$ cat config.mk
export PLATFORM = sky130hd
export DESIGN_NAME = ca_code_acquire
export DESIGN_NICKNAME = d
export VERILOG_FILES = /design/src/rtl/ca_code_acquire.sv
export SDC_FILE = /design/constraint.sdc
export NUM_CORES = 1
export LEC_CHECK = 0
export ABC_AREA = 1
export CAP_MARGIN = 20
export CORE_ASPECT_RATIO = 1.75
export CORE_UTILIZATION = 50
export CTS_CLUSTER_DIAMETER = 200
export CTS_CLUSTER_SIZE = 24
export DETAILED_ROUTE_END_ITERATION = 10
export PLACE_DENSITY_LB_ADDON = 0.2
export SLEW_MARGIN = 20
export SYNTH_ARGS = -nofsm -noshare
export SYNTH_HDL_FRONTEND = slang
export SYNTH_SLANG_ARGS = --single-unit
$ cat constraint.sdc
create_clock -name clk -period 3 [get_ports clk]
set_clock_uncertainty 0.1 [all_clocks]
set_input_delay 0.6 -clock clk [delete_from_list [all_inputs] [get_ports clk]]
set_output_delay 0.6 -clock clk [all_outputs]
set_load 0.05 [all_outputs]
$ cat src/rtl/ca_code_acquire.sv
// ----------------------------------------------------------------------------
// ca_code_acquire
//
// GPS C/A code acquisition. It correlates a 1-bit hard-decision chip stream
// against a locally generated Gold code for the selected PRN. The local code
// phase slips by one chip per failed 1023-chip dwell until |correlation|
// reaches THRESH. After lock it keeps running the replica and flags each
// code epoch.
//
// Optional build macro: CA_ACQ_PEAK_SEARCH_EN
//   undefined : first phase whose |correlation| reaches THRESH wins.
//   defined   : all 1023 phases are evaluated. The strongest phase (earliest
//               on ties) is re-acquired by slipping back to it.
//
// Ports
//   clk        in   clock
//   rst        in   synchronous, active-high reset
//   prn_num    in   [5:0] SV PRN 1..37, sampled on start
//   start      in   one-cycle pulse, (re)starts an acquisition
//   rx_valid   in   qualifies rx_chip
//   rx_chip    in   received hard-decision chip
//   busy       out  acquisition in progress (DWELL or SLIP)
//   locked     out  code lock achieved
//   fail       out  no lock found, or invalid PRN
//   code_phase out  [9:0] number of slips applied
//   corr_peak  out  [9:0] |accumulator| of the deciding dwell
//   corr_sign  out  deciding accumulator was negative (inverted stream)
//   epoch      out  one-cycle pulse per local code epoch while locked
// ----------------------------------------------------------------------------
module ca_code_acquire #(
  parameter int THRESH = 512
) (
  input  logic       clk,
  input  logic       rst,
  input  logic [5:0] prn_num,
  input  logic       start,
  input  logic       rx_valid,
  input  logic       rx_chip,
  output logic       busy,
  output logic       locked,
  output logic       fail,
  output logic [9:0] code_phase,
  output logic [9:0] corr_peak,
  output logic       corr_sign,
  output logic       epoch
);

  typedef enum logic [2:0] {
    ST_IDLE   = 3'd0,
    ST_DWELL  = 3'd1,
    ST_SLIP   = 3'd2,
    ST_LOCKED = 3'd3,
    ST_FAIL   = 3'd4
  } state_t;

  localparam logic [10:0] THRESH_MAG = 11'(THRESH);

  // G2 phase-selector taps {a, b} for each PRN
  function automatic logic [7:0] g2_taps(input logic [5:0] prn);
    logic [7:0] taps;
    case (prn)
      6'd1:    taps = {4'd2, 4'd6};
      6'd2:    taps = {4'd3, 4'd7};
      6'd3:    taps = {4'd4, 4'd8};
      6'd4:    taps = {4'd5, 4'd9};
      6'd5:    taps = {4'd1, 4'd9};
      6'd6:    taps = {4'd2, 4'd10};
      6'd7:    taps = {4'd1, 4'd8};
      6'd8:    taps = {4'd2, 4'd9};
      6'd9:    taps = {4'd3, 4'd10};
      6'd10:   taps = {4'd2, 4'd3};
      6'd11:   taps = {4'd3, 4'd4};
      6'd12:   taps = {4'd5, 4'd6};
      6'd13:   taps = {4'd6, 4'd7};
      6'd14:   taps = {4'd7, 4'd8};
      6'd15:   taps = {4'd8, 4'd9};
      6'd16:   taps = {4'd9, 4'd10};
      6'd17:   taps = {4'd1, 4'd4};
      6'd18:   taps = {4'd2, 4'd5};
      6'd19:   taps = {4'd3, 4'd6};
      6'd20:   taps = {4'd4, 4'd7};
      6'd21:   taps = {4'd5, 4'd8};
      6'd22:   taps = {4'd6, 4'd9};
      6'd23:   taps = {4'd1, 4'd3};
      6'd24:   taps = {4'd4, 4'd6};
      6'd25:   taps = {4'd5, 4'd7};
      6'd26:   taps = {4'd6, 4'd8};
      6'd27:   taps = {4'd7, 4'd9};
      6'd28:   taps = {4'd8, 4'd10};
      6'd29:   taps = {4'd1, 4'd6};
      6'd30:   taps = {4'd2, 4'd7};
      6'd31:   taps = {4'd3, 4'd8};
      6'd32:   taps = {4'd4, 4'd9};
      6'd33:   taps = {4'd5, 4'd10};
      6'd34:   taps = {4'd4, 4'd10};
      6'd35:   taps = {4'd1, 4'd7};
      6'd36:   taps = {4'd2, 4'd8};
      6'd37:   taps = {4'd4, 4'd10};
      // Only valid PRNs are ever latched; equal taps cancel to a plain G1 code.
      default: taps = {4'd1, 4'd1};
    endcase
    return taps;
  endfunction

  state_t            state_r;
  logic [5:0]        prn_r;
  logic [10:1]       g1_r;
  logic [10:1]       g2_r;
  logic signed [10:0] acc_r;
  logic [9:0]        chip_cnt_r;

  logic [7:0]        taps_s;
  logic              local_chip_s;
  logic [10:1]       g1_next_s;
  logic [10:1]       g2_next_s;
  logic signed [10:0] acc_next_s;
  logic [10:0]       mag_s;
  logic              prn_ok_s;
  logic              last_chip_s;

`ifdef CA_ACQ_PEAK_SEARCH_EN
  logic [10:0]       best_mag_r;
  logic [9:0]        best_phase_r;
  logic              best_sign_r;
  logic              reslip_r;
  logic [9:0]        reslip_cnt_r;
  logic [10:0]       fin_mag_s;
  logic [9:0]        fin_phase_s;
  logic              fin_sign_s;
`endif

  // Local replica, next accumulator value and dwell-end magnitude
  always_comb begin
    taps_s       = g2_taps(prn_r);
    local_chip_s = g1_r[10] ^ g2_r[taps_s[7:4]] ^ g2_r[taps_s[3:0]];
    g1_next_s    = {g1_r[9:1], g1_r[3] ^ g1_r[10]};
    g2_next_s    = {g2_r[9:1], g2_r[2] ^ g2_r[3] ^ g2_r[6] ^ g2_r[8] ^ g2_r[9] ^ g2_r[10]};
    if (rx_chip == local_chip_s) begin
      acc_next_s = acc_r + 11'sd1;
    end else begin
      acc_next_s = acc_r - 11'sd1;
    end
    if (acc_next_s[10]) begin
      mag_s = $unsigned(-acc_next_s);
    end else begin
      mag_s = $unsigned(acc_next_s);
    end
    prn_ok_s    = (prn_num >= 6'd1) && (prn_num <= 6'd37);
    last_chip_s = (chip_cnt_r == 10'd1022);
`ifdef CA_ACQ_PEAK_SEARCH_EN
    // Strict greater-than keeps the earliest phase on ties
    if (mag_s > best_mag_r) begin
      fin_mag_s   = mag_s;
      fin_phase_s = code_phase;
      fin_sign_s  = acc_next_s[10];
    end else begin
      fin_mag_s   = best_mag_r;
      fin_phase_s = best_phase_r;
      fin_sign_s  = best_sign_r;
    end
`endif
  end

  // Acquisition FSM with registered status outputs
  always_ff @(posedge clk) begin
    if (rst) begin
      state_r    <= ST_IDLE;
      prn_r      <= 6'd0;
      g1_r       <= 10'h3FF;
      g2_r       <= 10'h3FF;
      acc_r      <= 11'sd0;
      chip_cnt_r <= 10'd0;
      busy       <= 1'b0;
      locked     <= 1'b0;
      fail       <= 1'b0;
      code_phase <= 10'd0;
      corr_peak  <= 10'd0;
      corr_sign  <= 1'b0;
      epoch      <= 1'b0;
`ifdef CA_ACQ_PEAK_SEARCH_EN
      best_mag_r   <= 11'd0;
      best_phase_r <= 10'd0;
      best_sign_r  <= 1'b0;
      reslip_r     <= 1'b0;
      reslip_cnt_r <= 10'd0;
`endif
    end else begin
      epoch <= 1'b0;
      if (start) begin
        code_phase <= 10'd0;
        locked     <= 1'b0;
`ifdef CA_ACQ_PEAK_SEARCH_EN
        best_mag_r   <= 11'd0;
        best_phase_r <= 10'd0;
        best_sign_r  <= 1'b0;
        reslip_r     <= 1'b0;
        reslip_cnt_r <= 10'd0;
`endif
        if (prn_ok_s) begin
          prn_r      <= prn_num;
          g1_r       <= 10'h3FF;
          g2_r       <= 10'h3FF;
          acc_r      <= 11'sd0;
          chip_cnt_r <= 10'd0;
          fail       <= 1'b0;
          corr_peak  <= 10'd0;
          corr_sign  <= 1'b0;
          busy       <= 1'b1;
          state_r    <= ST_DWELL;
        end else begin
          fail    <= 1'b1;
          busy    <= 1'b0;
          state_r <= ST_FAIL;
        end
      end else begin
        case (state_r)
          ST_IDLE: begin
            state_r <= ST_IDLE;
          end
          ST_DWELL: begin
            if (rx_valid) begin
              acc_r <= acc_next_s;
              g1_r  <= g1_next_s;
              g2_r  <= g2_next_s;
              if (last_chip_s) begin
                // Decision uses the accumulator including this chip
                chip_cnt_r <= 10'd0;
`ifdef CA_ACQ_PEAK_SEARCH_EN
                if (code_phase == 10'd1022) begin
                  if (fin_mag_s >= THRESH_MAG) begin
                    code_phase <= fin_phase_s;
                    corr_peak  <= fin_mag_s[9:0];
                    corr_sign  <= fin_sign_s;
                    g1_r       <= 10'h3FF;
                    g2_r       <= 10'h3FF;
                    acc_r      <= 11'sd0;
                    // Replica now trails by 1022 chips; hold phase+1 chips
                    // (mod 1023) to land on the best phase.
                    if (fin_phase_s == 10'd1022) begin
                      locked  <= 1'b1;
                      busy    <= 1'b0;
                      state_r <= ST_LOCKED;
                    end else begin
                      reslip_r     <= 1'b1;
                      reslip_cnt_r <= fin_phase_s + 10'd1;
                      state_r      <= ST_SLIP;
                    end
                  end else begin
                    fail    <= 1'b1;
                    busy    <= 1'b0;
                    state_r <= ST_FAIL;
                  end
                end else begin
                  best_mag_r   <= fin_mag_s;
                  best_phase_r <= fin_phase_s;
                  best_sign_r  <= fin_sign_s;
                  state_r      <= ST_SLIP;
                end
`else
                corr_peak <= mag_s[9:0];
                corr_sign <= acc_next_s[10];
                if (mag_s >= THRESH_MAG) begin
                  locked  <= 1'b1;
                  busy    <= 1'b0;
                  state_r <= ST_LOCKED;
                end else if (code_phase == 10'd1022) begin
                  fail    <= 1'b1;
                  busy    <= 1'b0;
                  state_r <= ST_FAIL;
                end else begin
                  state_r <= ST_SLIP;
                end
`endif
              end else begin
                chip_cnt_r <= chip_cnt_r + 10'd1;
              end
            end
          end
          ST_SLIP: begin
            // Consume one chip with the replica held: delays it by one chip
            if (rx_valid) begin
`ifdef CA_ACQ_PEAK_SEARCH_EN
              if (reslip_r) begin
                if (reslip_cnt_r == 10'd1) begin
                  reslip_r     <= 1'b0;
                  reslip_cnt_r <= 10'd0;
                  locked       <= 1'b1;
                  busy         <= 1'b0;
                  state_r      <= ST_LOCKED;
                end else begin
                  reslip_cnt_r <= reslip_cnt_r - 10'd1;
                end
              end else begin
                code_phase <= code_phase + 10'd1;
                acc_r      <= 11'sd0;
                chip_cnt_r <= 10'd0;
                state_r    <= ST_DWELL;
              end
`else
              code_phase <= code_phase + 10'd1;
              acc_r      <= 11'sd0;
              chip_cnt_r <= 10'd0;
              state_r    <= ST_DWELL;
`endif
            end
          end
          ST_LOCKED: begin
            if (rx_valid) begin
              g1_r <= g1_next_s;
              g2_r <= g2_next_s;
              if (last_chip_s) begin
                chip_cnt_r <= 10'd0;
                epoch      <= 1'b1;
              end else begin
                chip_cnt_r <= chip_cnt_r + 10'd1;
              end
            end
          end
          ST_FAIL: begin
            state_r <= ST_FAIL;
          end
          default: begin
            state_r <= ST_IDLE;
            busy    <= 1'b0;
            locked  <= 1'b0;
            fail    <= 1'b0;
          end
        endcase
      end
    end
  end

endmodule

== After elaboration in Yosys (flattened, before gate mapping) ==
Memories as Yosys holds them, arrays and structs flattened. A register that Yosys moved wholly into a read port is not among the register bits.
Cells that the tools add are included.

* Bitwise operators: 11
* Equal/unequal tests: 20
* Reductions and logical operators: 22
* Magnitude comparators: 5
* Multiplexer cells: 62
* $add $sub $neg: 5

{| class="wikitable"
|+ Operator list
! cell !! number
|-
| $mux 10 || 16
|-
| $mux 11 || 6
|-
| $reduce_and 4->1 || 6
|-
| $mux 1 || 23
|-
| $pmux 11 s2 || 1
|-
| $mux 3 || 7
|-
| $add 10x1->10 const B || 2
|-
| $eq 10x10->1 const B || 2
|-
| $pmux 10 s2 || 1
|-
| $ne 3x3->1 const B || 5
|-
| $mux 6 || 2
|-
| $pmux 3 s4 || 1
|-
| $add 11x2->11 const B || 1
|-
| $ge 11x10->1 const B || 1
|-
| $neg 11->11 || 1
|-
| $sub 11x2->11 const B || 1
|-
| $lt 4x5->1 const B || 2
|-
| $bmux 1 s4 || 2
|-
| $ne 2x2->1 const B || 4
|-
| $reduce_bool 2->1 || 4
|-
| $reduce_or 4->1 || 2
|-
| $xor 1x1->1 || 8
|-
| $eq 3x2->1 const B || 2
|-
| $ge 6x1->1 const B || 1
|-
| other kinds (16) || 24
|}

* Bits in registers: 75
* Memory bits (read-only): 512
* Memories kept: 1

{| class="wikitable"
|+ Memories
! memory !! words !! bits a word !! rd ports !! clocked after memory_dff !! write ports !! line !! text
|-
| (no name shown) || 64 || 8 || 1 || 1 || 0 || 61 || <nowiki>case (prn)</nowiki>
|}

== Depth between registers and ports, before layout ==
Gate-level depths: netlist (run 1).

* Depth in word-level cells: 14
* Gate-level depth with buffers: 33
* Mapped depth without buffers: 33

== Worst setup path before layout (run 1) ==
No wires, ideal clock.

* Kind: input to register
* From: input rx_chip
* To: register corr_peak[4]
* Path buffers: 1
* Data required time: 2.761 ns
* Slack: -0.292 ns
* Stages on the path: 22
* Arrival: 3.053 ns
* Library setup time: 0.139 ns
* Cells stage by stage: xnor2_1 > inv_1 > nand3_2 > nand2_2 > nand2_4 > nand2_4 > inv_1 > ha_1 > a21oi_2 > nor2_1 > nor2_1 > nand2_1 > nand2_1 > nand2_1 > a21oi_4 > inv_1 > nand3_2 > buf_6 > nand3_2 > xor2_1 > nand2_1 > a21oi_2

* Longest elaborated chain between the ends: 8

{| class="wikitable"
|+ RTL lines
! element !! line !! text
|-
| start: declaration || 38 || <nowiki>input logic rx_chip,</nowiki>
|-
| $eq 1x1->1 (*) || 138 || <nowiki>if (rx_chip == local_chip_s) begin</nowiki>
|-
| $mux 11 (*) || 138 ||
|-
| $neg 11->11 || 144 || <nowiki>mag_s = $unsigned(-acc_next_s);</nowiki>
|-
| $mux 11 (*) || 143 || <nowiki>if (acc_next_s[10]) begin</nowiki>
|-
| $mux 10 (*) || 225 || <nowiki>if (last_chip_s) begin</nowiki>
|-
| $mux 10 (*) || 221 || <nowiki>if (rx_valid) begin</nowiki>
|-
| $mux 10 (*) || 216 || <nowiki>case (state_r)</nowiki>
|-
| $mux 10 (*) || 189 || <nowiki>if (start) begin</nowiki>
|-
| end signal: assignment || 260 || <nowiki>corr_peak <= mag_s[9:0];</nowiki>
|-
| end: declaration || 43 || <nowiki>output logic [9:0] corr_peak,</nowiki>
|}

Every way passes the cells marked *; elsewhere a longest branch is shown, timed or not. The select of a mux whose other input is x is not followed.
A chain may end at the register's enable or synchronous reset.

== Final worst setup path (run 1) ==
* From: register g2_r[9] (netlist bit)
* To: register fail

* Longest elaborated chain between the ends: 11
* Elaborated cells between the ends (all ways): 13
* Those cells by class: 1 x add/sub; 1 x order compare; 2 x eq/ne; 6 x mux; 2 x bitwise; 1 x reduce/logical

{| class="wikitable"
|+ RTL lines
! element !! line !! text
|-
| start: declaration || 108 || <nowiki>logic [10:1] g2_r;</nowiki>
|-
| start signal: assignment || 224 || <nowiki>g2_r <= g2_next_s;</nowiki>
|-
| start signal: assignment || 310 || <nowiki>g2_r <= g2_next_s;</nowiki>
|-
| $bmux 1 s4 || 135 || <nowiki>local_chip_s = g1_r[10] ^ g2_r[taps_s[7:4]] ^ g2_r[taps_s[3:0]];</nowiki>
|-
| $mux 1 (implied by the code) || 135 ||
|-
| $xor 1x1->1 || 135 ||
|-
| $xor 1x1->1 (*) || 135 ||
|-
| $eq 1x1->1 (*) || 138 ||
|-
| $mux 11 (*) || 138 ||
|-
| $neg 11->11 || 144 ||
|-
| $mux 11 (*) || 143 ||
|-
| $ge 11x10->1 (*) || 262 || <nowiki>if (mag_s >= THRESH_MAG) begin</nowiki>
|-
| $ne 3x3->1 (no source line) (*) || n/a ||
|-
| $reduce_and 5->1 (no source line) (*) || n/a ||
|-
| end signal: assignment || 175 || <nowiki>fail <= 1'b0;</nowiki>
|-
| end signal: assignment || 205 || <nowiki>fail <= 1'b0;</nowiki>
|-
| end signal: assignment || 267 || <nowiki>fail <= 1'b1;</nowiki>
|-
| end: declaration || 41 || <nowiki>output logic fail,</nowiki>
|}

Marks and branches as above.

==> results.cfg, run 1 <==
[placement]
place_area_um2 = 6440
port_buffers = 35
hpwl_um = 11000
dp_slack_ns = -1.01
routabilityCongestion = 0.936

[drt]
ant_nets = 0
wire_per_inst_um = 15.3
vias_per_cell = 5.44
first_iter_violations = 251
vias = 5692
wl_um = 16100
first_pass_iters = 5
drc_errors = 0

[sta]
maxSlewViolCount = 0
fmax_mhz = 283
tightest_slew_ns = 0.560
setup_viol = 17
grt_setup_unrepaired = true
post-route-min-period_ns = 3.53
hold_viol_final = 0
finalSetupTns_ns = -7.16
maxSlewHeadroom_pct = 62.5
period_share_pct = 118
layout_setup_ws_ns = -0.533

[run_status]
violations = setup timing
status = complete, but fails checks

[yosys]
synth_compound_area_share_pct = 16.7
yosys_warnings = 0
synth-simple-area-share_pct = 33.9
ys_types = 50
ys.flop_type = dfxtp_1
syn_nets = 798
synth_mux_area_share_pct = 0
yosys.area.top_type = dfxtp_1
synth_top_family_by_area = simple AND/OR/NAND/NOR gates
ys_seq_area_share_pct = 31.8
synth-seq-cells = 83
ys_async_sr_fraction_pct = 0
synth_edf_count = 0
synth_fa_ha_area_share_pct = 5.41
synthTopCellsByCount = nand2_1, inv_1, dfxtp_1
synth_area_leaders = dfxtp_1, nand2_1, inv_1
synth_xor_area_share_pct = 2.80
syn_area_um2 = 5230
synth_top_area_share_pct = 31.8
synth.most_common_cell = nand2_1
syn_avg_cell_area_um2 = 6.83
syn_inst = 765

[power]
cellLeakagePower_nw = 3.26
powerDensity_nw_per_um2 = 974
power_mw = 7.17
ir_worst_vdd_mv = 0.744

[global_routing]
grt_first_pass_wirelength_um = 24800
grt.busiest_layer = met2
grtUsageTotal_pct = 29.4
met2_usage_pct = 57.9
use_met1_pct = 27.5
grt_use_met3_pct = 4.83
globalRouteOverflowTotal = 0
grt_max_degree = 30
grt_pass1_vias = 5609
antenna_found_initial = 0

[critical_path]
reg2reg_from = g2_r[9]
critPathRequiredTime_ns = 3.13
cp_slowest_cell = dfxtp_1
critPathMaxFanout = 5
startpoint = g2_r[9]
arrival_ns = 3.66
end_kind = flip-flop
path_depth = 27
path_common_cell = nand2_2
worst_setup_path_start_kind = flip-flop
critPathTopFamily = simple AND/OR/NAND/NOR gates
timing.rr.end = fail
reg2reg_slack_ns = -0.53
timing.critical_path.to = fail
worstSetupPathType = reg2reg
max_stage_delay_ns = 0.32
cp_num_buf_inv = 4
ff2ff_path_depth = 27

[final_layout]
final_nets = 948
syn_to_final_growth_pct = 40.8
fin_area_um2 = 7360
antenna_cells = 0
layout-drive-gt1-share_pct = 32.1

[die]
die_y_um = 137
die_w_um = 79.3
initial_core_util_pct = 51.1
row_count = 49
ios = 36
die-area_um2 = 10900
coreArea_um2 = 10200

[cts]
root_buffer = clkbuf_16
insertion_delay_ns = 0.35
holdBufCountCts = 0
htree_levels = 3
numCtsBuffers = 9
clk_transition_reported_paths_ns = 0.06
cts.sinks = 83
cts_max_path_buffers = 2
cts_tree = built

[run]
maxCapViolations = 0

[min_path]
hp-class = reg2reg
==> area by class of cell <==
| cell class | instances | area (um^2) |
|---|---|---|
| multi-input combinational | 560 | 3440 |
| sequential | 83 | 1680 |
| inverter | 104 | 402 |
| clock inverter | 6 | 72.6 |
| fill | 853 | 2880 |
| timing repair buffer | 156 | 1360 |
| tap | 127 | 159 |
| clock buffer | 10 | 239 |
| timing repair inverter | 1 | 7.51 |
==> cells by family (layout without fill, tap and decap cells) <==
kind of cell / count (synthesis) / count (layout)
AO/OA/AOI/OAI: 150 / 150
flip-flops: 83 / 83
adder cells (fa/ha/maj): 22 / 22
XOR/XNOR: 15 / 15
buffers and inverters: 122 / 277
AND/OR/NAND/NOR: 373 / 373
==> worst min-delay path, cell delays in order, from the launching register on <==
cell and delay (ns):
dfxtp_1 0.32, nand2_1 0.05, nand3_1 0.05
==> registers in the layout, indices dropped and copies added (netlist names) <==
signal / count
acc_r: 11
corr_sign: 1
state_r: 3
busy: 1
chip_cnt_r: 10
fail: 1
code_phase: 10
g1_r: 10
prn_r: 6
taps_s: 8
epoch: 1
g2_r: 10
locked: 1
corr_peak: 10
==> worst min-delay path by stage <==
stage	from	slack, ns	endpoint	cells past startpoint
6_report	g1_r[7]	0.35	g1_r[7]	2
5_1_grt	g1_r[1]	0.39	g1_r[1]	2
4_1_cts	g1_r[7]	0.36	g1_r[7]	2
3_5_place_dp	g1_r[7]	0.34	g1_r[7]	2
3_3_place_gp	g1_r[1]	0.33	g1_r[1]	2
2_1_floorplan	g1_r[1]	0.32	g1_r[1]	2
==> per-stage QoR <==
stage	hold slack (ns)	instances	utilization [%]
floorplan	0.324	765	-
global placement	0.333	1011	62.9
detailed placement	0.340	1011	62.9
CTS	0.355	1041	70.0
global route	0.390	1047	71.9
finish	0.348	1047	71.9
==> cell usage in the layout, fill, tap and decap left out, types with 10 or more instances in the layout <==
cell / netlist / final
a21oi_1: 49 / 42
a21oi_2: 9 / 15
buf_4: 1 / 108
clkbuf_16: 0 / 10
clkdlybuf4s50_1: 0 / 34
dfxtp_1: 83 / 76
ha_1: 21 / 13
inv_1: 87 / 78
inv_2: 14 / 20
nand2_1: 171 / 148
nand2_2: 6 / 25
nand3_1: 57 / 46
nand3_2: 12 / 21
nand4_1: 10 / 10
nor2_1: 73 / 59
nor2_2: 7 / 21
o211ai_1: 10 / 10
o21ai_0: 51 / 47
o21ai_1: 11 / 14
==> metal layers <==
metal  up-vias  routed length [um]
met5         -                   0
met2       172                9110
met3        64                 556
met1      2646                5630
li1       2810                   -
met4         0                 760
==> power breakdown <==
group | switching (mW) | total [mW] | internal (mW)
sequential | 0.130 | 1.38 | 1.25
clock | 0.477 | 1.15 | 0.676
combinational | 2.47 | 4.64 | 2.17
total | 3.07 | 7.17 | 4.10
==> timing repair <==
item / CTS / global route
pin swaps: 34 / 30
resized for setup: 75 / 41
cloned: 2 / 1
buffers inserted: 12 / 5
endpoints found under the setup margin: 18 / 21
(Power assumes the default switching activity.)
==> run 2: changes to the inputs <==
- CTS_CLUSTER_DIAMETER: 200 -> default
- SETUP_SLACK_MARGIN: default -> 0.2
==> results.cfg, run 2 (synthesis gave the netlist of run 1 again) <==
[drt]
vias = 5723
first_iter_violations = 226
wire_per_inst_um = 15.4
first_pass_iters = 5
wl_um = 16200
drc_errors = 0
vias_per_cell = 5.44
ant_nets = 0

[critical_path]
max_stage_delay_ns = 0.39
arrival_ns = 3.68
critPathTopFamily = simple AND/OR/NAND/NOR gates
cp_num_buf_inv = 5
end_kind = flip-flop
cp_slowest_cell = dfxtp_4
critPathRequiredTime_ns = 3.13
startpoint = taps_s[4]
worst_setup_path_start_kind = flip-flop
critPathMaxFanout = 6
path_common_cell = nand2_1
reg2reg_from = taps_s[4]
worstSetupPathType = reg2reg

[placement]
hpwl_um = 11000
routabilityCongestion = 0.936
port_buffers = 35
dp_slack_ns = -1.01

[final_layout]
fill_cells = 815
mostFrequentLayoutCells = nand2_1, buf_4, inv_1, dfxtp_1, nor2_1
largest_register_ffs = 11
syn_to_final_growth_pct = 43.8
multiInputGateArea_um2 = 3530
layout-drive-gt1-share_pct = 34.5
final_nets = 953
regMostFlops = acc_r
seqCellArea_um2 = 1680
layout_commonest_cell = nand2_1
antenna_cells = 0

[die]
row_count = 49
ios = 36
die-area_um2 = 10900
die_w_um = 79.3
die_y_um = 137
coreArea_um2 = 10200
initial_core_util_pct = 51.1

[power]
clockPowerShare_pct = 15.8
powerDensity_nw_per_um2 = 973
cellLeakagePower_nw = 3.34
power_mw = 7.31
swShare_pct = 42.9
ir_worst_vdd_mv = 0.745
switchingPower_mw = 3.13
internal_power_mw = 4.17
pwr-share-seq_pct = 18.9
combPwrFrac_pct = 65.2

[run_status]
violations = setup timing
status = complete, but fails checks

[sta]
maxSlewViolCount = 0
setup_viol = 17
fmax_mhz = 282
tightest_slew_ns = 0.558
maxSlewHeadroom_pct = 62.7
period_share_pct = 118
post-route-min-period_ns = 3.55
grt_setup_unrepaired = true
layout_setup_ws_ns = -0.550
hold_viol_final = 0

[cts]
numCtsBuffers = 9
holdBufCountCts = 0
root_buffer = clkbuf_16
cts.sinks = 83
clk_transition_reported_paths_ns = 0.06
htree_levels = 3
insertion_delay_ns = 0.35
cts_tree = built
cts_max_path_buffers = 2

[global_routing]
globalRouteOverflowTotal = 0
grt_pass1_vias = 5610
grt_first_pass_wirelength_um = 24800
grtUsageTotal_pct = 29.5
antenna_found_initial = 0
grt_max_degree = 30

[min_path]
hp-start = g1_r[7]
hp-class = reg2reg

[run]
maxCapViolations = 0
[run 2: area by class of cell]
cell class	count	area share [%]
Multi-Input combinational cell	560	47.0
Timing Repair inverter	1	0.0999
Inverter	104	5.34
Sequential cell	83	22.3
Tap cell	127	2.11
Clock buffer	10	3.18
Clock inverter	6	0.966
Timing Repair Buffer	161	19.0
[run 2: power groups by stage]
stage / Clock (mW) / Sequential, mW / Combinational (mW)
after global placement: 0 / 1.37 / 3.38
after global routing: 1.22 / 1.40 / 5.11
after floorplan: 0 / 1.50 / 1.97
after detailed placement: 0 / 1.37 / 3.43
final: 1.16 / 1.38 / 4.77
after CTS: 1.18 / 1.38 / 4.14
[run 2: routing by layer]
metal	vias up	track usage, %	wire, um
met2	154	58.0	9170
met3	76	4.77	437
li1	2816	-	-
met1	2677	27.6	5750
met4	0	17.7	862
met5	-	0	0
[run 2: final timing paths]
path | end | slack [ns] | cells past startpoint
worst max register to register | fail | -0.55 | 27
worst min-delay path | g1_r[7] | 0.35 | 2
worst min register to register | g1_r[7] | 0.35 | 2
worst max-delay path | fail | -0.55 | 27
[run 2: timing repair]
action | 4_1_cts | 5_1_grt
pin swaps | 34 | 41
setup endpoints to repair | 26 | 35
setup buffers | 12 | 10
gates cloned | 2 | 1
gates resized for setup | 76 | 72
[run 2: through the flow]
stage               utilization, %  setup TNS (ns)  hold WS (ns)  cell area, um^2  instances
CTS                           70.1           -5.31         0.355             7170       1041
global placement              62.9          -15.86         0.333             6440       1011
finish                        73.4           -7.28         0.350             7510       1052
global route                  73.4          -11.34         0.390             7510       1052
floorplan                        -           -3.55         0.324             5230        765
detailed placement            62.9          -18.52         0.340             6440       1011
[run 2: worst register-to-register path: cells and delay by family, from the launching register on]
| family | cells | cell delay (ns) |
|---|---|---|
| AO/OA/AOI/OAI | 2 | 0.21 |
| flip-flops | 1 | 0.39 |
| AND/OR/NAND/NOR | 19 | 1.84 |
| adder cells (fa/ha/maj) | 1 | 0.27 |
| buffers and inverters | 5 | 0.64 |
